==> src/rtl/uart_tx.sv <==
// UART transmitter, one bit per clk: start, LSB-first data, optional parity,
// stop bits, optional idle gap; ready/valid upstream, done pulse, line enable.
module uart_tx #(
    parameter int    DATA_BITS  = 8,
    parameter string PARITY_BIT = "none",
    parameter int    STOP_BITS  = 1,
    parameter int    IDLE_GAP   = 0
) (
    input  logic                 clk,
    input  logic                 rst,
    input  logic [DATA_BITS-1:0] tx_data,
    input  logic                 tx_data_valid,
    output logic                 tx_ready,
    output logic                 tx,
    output logic                 tx_oe,
    output logic                 tx_busy,
    output logic                 tx_done
);

    localparam int BW      = $clog2(DATA_BITS + 1);
    localparam bit PAR_EN  = (PARITY_BIT != "none");
    localparam bit PAR_ODD = (PARITY_BIT == "odd");

    generate
        if (PARITY_BIT != "none" && PARITY_BIT != "even" && PARITY_BIT != "odd") begin : g_bad_par
            $error("uart_tx: PARITY_BIT must be none, even or odd");
        end
        if (DATA_BITS < 5 || DATA_BITS > 9) begin : g_bad_data
            $error("uart_tx: DATA_BITS must be 5..9");
        end
        if (STOP_BITS < 1 || STOP_BITS > 2) begin : g_bad_stop
            $error("uart_tx: STOP_BITS must be 1..2");
        end
        if (IDLE_GAP < 0 || IDLE_GAP > 15) begin : g_bad_gap
            $error("uart_tx: IDLE_GAP must be 0..15");
        end
    endgenerate

    typedef enum logic [2:0] {
        S_IDLE,
        S_START,
        S_DATA,
        S_PARITY,
        S_STOP,
        S_GAP
    } state_t;

    state_t               r_state;
    logic [DATA_BITS-1:0] r_shift;
    logic [BW-1:0]        r_bit_cnt;
    logic                 r_stop_cnt;
    logic [3:0]           r_gap_cnt;
    logic                 r_par;
    logic                 r_tx;
    logic                 r_oe;
    logic                 r_busy;
    logic                 r_done;

    logic w_last_stop;
    logic w_last_gap;
    logic w_ready;
    logic w_accept;

    assign w_last_stop = (r_state == S_STOP) && (r_stop_cnt == 1'b0);
    assign w_last_gap  = (r_state == S_GAP) && (r_gap_cnt == 4'd0);

    // Ready opens in the last occupied cycle so the next start bit follows
    // with no bubble.
    assign w_ready  = (r_state == S_IDLE) ||
                      ((IDLE_GAP == 0) ? w_last_stop : w_last_gap);
    assign w_accept = tx_data_valid && w_ready && !rst;

    assign tx_ready = w_ready && !rst;
    assign tx       = r_tx;
    assign tx_oe    = r_oe;
    assign tx_busy  = r_busy;
    assign tx_done  = r_done;

    always_ff @(posedge clk) begin
        if (rst) begin
            r_state    <= S_IDLE;
            r_shift    <= '0;
            r_bit_cnt  <= '0;
            r_stop_cnt <= 1'b0;
            r_gap_cnt  <= 4'd0;
            r_par      <= 1'b0;
            r_tx       <= 1'b1;
            r_oe       <= 1'b0;
            r_busy     <= 1'b0;
            r_done     <= 1'b0;
        end else begin
            r_done <= w_last_stop;
            if (w_accept) begin
                r_shift <= tx_data;
                r_par   <= ^tx_data;
                r_state <= S_START;
                r_tx    <= 1'b0;
                r_oe    <= 1'b1;
                r_busy  <= 1'b1;
            end else begin
                case (r_state)
                    S_START: begin
                        r_state   <= S_DATA;
                        r_tx      <= r_shift[0];
                        r_shift   <= r_shift >> 1;
                        r_bit_cnt <= BW'(DATA_BITS - 1);
                    end
                    S_DATA: begin
                        if (r_bit_cnt == '0) begin
                            if (PAR_EN) begin
                                r_state <= S_PARITY;
                                r_tx    <= r_par ^ PAR_ODD;
                            end else begin
                                r_state    <= S_STOP;
                                r_tx       <= 1'b1;
                                r_stop_cnt <= 1'(STOP_BITS - 1);
                            end
                        end else begin
                            r_tx      <= r_shift[0];
                            r_shift   <= r_shift >> 1;
                            r_bit_cnt <= r_bit_cnt - 1'b1;
                        end
                    end
                    S_PARITY: begin
                        r_state    <= S_STOP;
                        r_tx       <= 1'b1;
                        r_stop_cnt <= 1'(STOP_BITS - 1);
                    end
                    S_STOP: begin
                        if (r_stop_cnt == 1'b0) begin
                            r_tx <= 1'b1;
                            r_oe <= 1'b0;
                            if (IDLE_GAP > 0) begin
                                r_state   <= S_GAP;
                                r_gap_cnt <= 4'(IDLE_GAP - 1);
                            end else begin
                                r_state <= S_IDLE;
                                r_busy  <= 1'b0;
                            end
                        end else begin
                            r_stop_cnt <= r_stop_cnt - 1'b1;
                        end
                    end
                    S_GAP: begin
                        if (r_gap_cnt == 4'd0) begin
                            r_state <= S_IDLE;
                            r_busy  <= 1'b0;
                        end else begin
                            r_gap_cnt <= r_gap_cnt - 4'd1;
                        end
                    end
                    default: begin
                        r_state <= S_IDLE;
                    end
                endcase
            end
        end
    end

endmodule
==> config.mk <==
export PLATFORM = sky130hd
export DESIGN_NAME = uart_tx
export DESIGN_NICKNAME = d
export VERILOG_FILES = /design/src/rtl/uart_tx.sv
export SDC_FILE = /design/constraint.sdc
export NUM_CORES = 1
export LEC_CHECK = 0
export BUFFER_PORTS_ARGS = -buffer_cell sky130_fd_sc_hd__buf_2
export CAP_MARGIN = 20
export CORE_MARGIN = 5
export CORE_UTILIZATION = 30
export CTS_BUF_LIST = sky130_fd_sc_hd__clkbuf_16
export DETAILED_ROUTE_END_ITERATION = 12
export SLEW_MARGIN = 40
export SYNTH_ARGS = -nofsm -noshare
export SYNTH_HDL_FRONTEND = slang
export SYNTH_SLANG_ARGS = --single-unit
==> constraint.sdc <==
create_clock -name clk -period 3.55 [get_ports clk]
set_clock_uncertainty 0.1 [all_clocks]
set_input_delay 0.8875 -clock clk [delete_from_list [all_inputs] [get_ports clk]]
set_output_delay 0.8875 -clock clk [all_outputs]
set_load 0.02 [all_outputs]
# == Word-level counts from Yosys, hierarchy flattened ==
# Index checks and enable logic that the tools add are counted.
# word_totals
output_inout_bits,5
input_bits,11
reg_bits,24
wordCells,78
# op_classes
reduce_logical,25
muxes,23
n_addsub,3
bitwise,3
n_eq_ne,14
# op_table
cell,count
$reduce_and A3 Y1,6
$mux W8,2
$pmux W8 S2,1
$pmux W3 S5,1
$mux W1,11
$mux W3,3
$ne A3 B3 Y1 const B,3
$reduce_bool A3 Y1,3
$logic_not A4 Y1,2
$pmux W4 S2,1
$sub A4 B1 Y4 const B,2
$eq A3 B2 Y1 const B,2
$eq A3 B3 Y1 const B,2
$ne A2 B2 Y1 const B,3
$reduce_and A2 Y1,3
$reduce_bool A5 Y1,1
$logic_and A1 B1 Y1,4
$mux W4,1
$ne A2 B1 Y1 const B,2
$pmux W1 S4,1
$reduce_bool A2 Y1,2
$eq A3 B1 Y1 const B,1
$logic_not A3 Y1,1
$ne A3 B2 Y1 const B,1
7 further kinds,9

# == Logic depth before layout (Yosys ltp) ==
# depth
depth_word,7
ltp_mapped,7

# == Worst setup path after synthesis ==
# Ideal clock, no wire load.
# synth_timing
kind,input port to output port
startpoint,input rst
endpoint,output tx_ready
stages,1
t_arrival_ns,1.421
required_ns,2.562
path_slack_ns,1.142
path_cell_list,nor3_1
# synth_between
elab_chain_cells,2
# synth_rtl
element,line_no,source
"start, declared",10,"input logic rst,"
$logic_not A1 Y1,73,assign tx_ready = w_ready && !rst;
$logic_and A1 B1 Y1,73,
"end, declared",13,"output logic tx_ready,"
# No other way between the ends.

# == Worst setup path in the final report ==
# Same ends and word-level chain as after synthesis.

==> flow_summary.yaml <==
placement:
  hpwl_mm: 1.53
  place_congestion: 0.741
  portBuffers: 15
  placed_area_um2: 1160
clocking:
  clock_sinks: 23
  clk_latency_ns: 0.25
  cts_root_buffer: "clkbuf_16"
  h-tree-depth: 1
  postCtsHoldBufs: 0
  cts_resized: 0
  cts_setup_buffers: 0
  cts_max_path_buffers: 2
  cts_made_buffers: 3
  clk_pin_slew_worst_paths_ns: 0.06
  cts_tree: "yes"
floorplan:
  fp.dieW_um: 69.3
  dieArea_um2: 4800
  pin_count: 16
  rows: 21
  initial_core_util_pct: 31.4
  core_um2: 3360
  chipHeight_um: 69.3
layout:
  num-fill-cells: 375
  final_nets: 143
  post-route-util_pct: 36.7
  drive_above_1_share_pct: 21.7
  diodes: 0
  syn2layout_area_growth_pct: 17.1
  fin_area_um2: 1230
setup_path:
  crit_top_cell: "buf_2"
  path_class: "in -> out"
  cp_slowest_cell: "nor3_1"
  cp_num_buf_inv: 2
  path_cells: "buf_2 > nor3_1 > buf_2"
  crit_path_max_incr_delay_ns: 0.27
  startpoint_type: "input port"
  crit_arrival_ns: 1.63
  crit_fanout: 24
  critical_path.top_delay_family: "buffers and inverters"
  critPathRequiredTime_ns: 2.56
  end_kind: "primary output"
global_routing:
  use_met3_pct: 1.88
  grt_util_met2_pct: 16.1
  grt_util_all_layers_pct: 9.11
  grt_pass1_wl_mm: 3.71
  top_usage_layer: "met2"
  antenna_found_initial: 0
  gr-total-overflow: 0
  grt_start_max_net_pins: 25
  grt_pass1_vias: 878
  use_met1_pct: 9.81
detailed_routing:
  ant_nets: 0
  via_per_inst: 4.81
  drc: 0
  first_pass_iters: 4
  wl_per_cell_um: 12.2
  detail_route.iter0.violations: 15
  wirelength_mm: 2.13
  vias: 841
timing:
  min_period_ns: 2.61
  maxSlewViolCount: 0
  setup_viol: 0
  hold_viol_final: 0
  max-slew-margin-rel_pct: 68.5
  rsz0062_at_grt: "no"
  setup_tns_ns: 0
  post-route-period-util_pct: 73.6
  worst_slew_pin_slew_ns: 0.471
  max_freq_mhz: 383
synthesis:
  syn_avg_cell_area_um2: 9.25
  syn_inst: 114
  synth_cell_types: 37
  syn-cell-area_um2: 1050
  yosys-top-cells-area: "dfxtp_1, a22oi_1, nor2_1"
  synth_edf_count: 0
  yosysSeqAreaShare_pct: 43.7
  async_flop_share_pct: 0
  ys_ff_latch: 23
  yosysMostFrequentCell: "dfxtp_1"
  yosysWarnings: 0
  synth_top_area_share_pct: 43.7
  syn_nets: 127
  yosysTopAreaCell: "dfxtp_1"
  ys_top_cells_by_count: "dfxtp_1, nor2_1, nand2_1"
  ys.flop_type: "dfxtp_1"
power:
  power.density_nw_per_um2: 495
  vdd_ir_drop_max_v: 0.000279
  power_uw: 611
  power_leakage_nw: 0.467
status:
  status: "finished, final reports clean"
flow_run:
  maxCapViolations: 0
worst_hold_path:
  hp-class: "reg -> reg"
==> layout by cell type (no fill, tap or decap), drive strengths merged, types with 2 or more instances in the layout <==
master | synthesis | routed
dfxtp | 23 | 23
buf | 2 | 15
nor2 | 12 | 12
nand2 | 11 | 11
inv | 8 | 9
a21oi | 9 | 9
a211oi | 7 | 7
a22oi | 6 | 6
nor3 | 5 | 5
xnor2 | 3 | 3
clkbuf | 1 | 3
nor3b | 3 | 3
and2 | 2 | 2
or3 | 2 | 2
ha | 2 | 2
==> stage by stage <==
stage / setup WS (ns) / hold WS, ns / cells
3_3_place_gp: 0.944 / 0.343 / 171
6_report: 0.937 / 0.356 / 175
3_5_place_dp: 0.910 / 0.351 / 171
2_1_floorplan: 1.14 / 0.331 / 114
5_1_grt: 0.843 / 0.385 / 175
4_1_cts: 0.909 / 0.359 / 175
==> worst paths after layout <==
check / from / to / slack, ns / cells past startpoint
setup reg to reg: r_bit_cnt[0] / r_shift[4] / 1.63 / 6
hold reg to reg: r_shift[5] / r_shift[5] / 0.36 / 2
setup / recovery: rst / tx_ready / 0.94 / 3
hold / removal: r_shift[5] / r_shift[5] / 0.36 / 2
==> flip-flops by register name, summed over array words and instances (netlist names) <==
register	flops
r_shift	8
r_state	3
r_bit_cnt	4
tx_done	1
tx	1
tx_oe	1
tx_busy	1
r_gap_cnt	4
==> cells by family after synthesis <==
family,synth area share [%]
xor gates and xnor gates,3.32
AOI/OAI and AO/OA,20.4
adders and majority gates,2.37
muxes,0.949
and+or+nand+nor,23.5
buffers and inverters,5.81
DFF,43.7
==> per-layer routing <==
layer | wire length [µm] | share of wire (%)
met5 | 0 | 0
met4 | 49 | 2.3
met3 | 33 | 1.6
met2 | 1050 | 49
met1 | 994 | 47
==> tightest hold or removal path, delay by kind of cell (launching register included) <==
family | cells | cell delay (ns)
AOI/OAI and AO/OA | 1 | 0.05
and+or+nand+nor | 1 | 0.05
DFF | 1 | 0.31
==> final cells by class <==
cell class / instances / area, µm² / share of cell area [%]
multi-input combinational: 79 / 533 / 43.2
sequential: 23 / 460 / 37.3
clock buffer: 3 / 75.1 / 6.08
timing repair buffer: 15 / 75.1 / 6.08
tap: 46 / 57.6 / 4.66
inverter: 8 / 30.0 / 2.43
clock inverter: 1 / 3.75 / 0.304
==> where the power goes <==
| group | switching (mW) | internal (mW) | total (mW) |
|---|---|---|---|
| logic | 0.0471 | 0.0367 | 0.0838 |
| registers | 0.0141 | 0.275 | 0.289 |
| clock network | 0.0882 | 0.150 | 0.238 |
| total | 0.149 | 0.462 | 0.611 |
(Power assumes the default switching activity.)
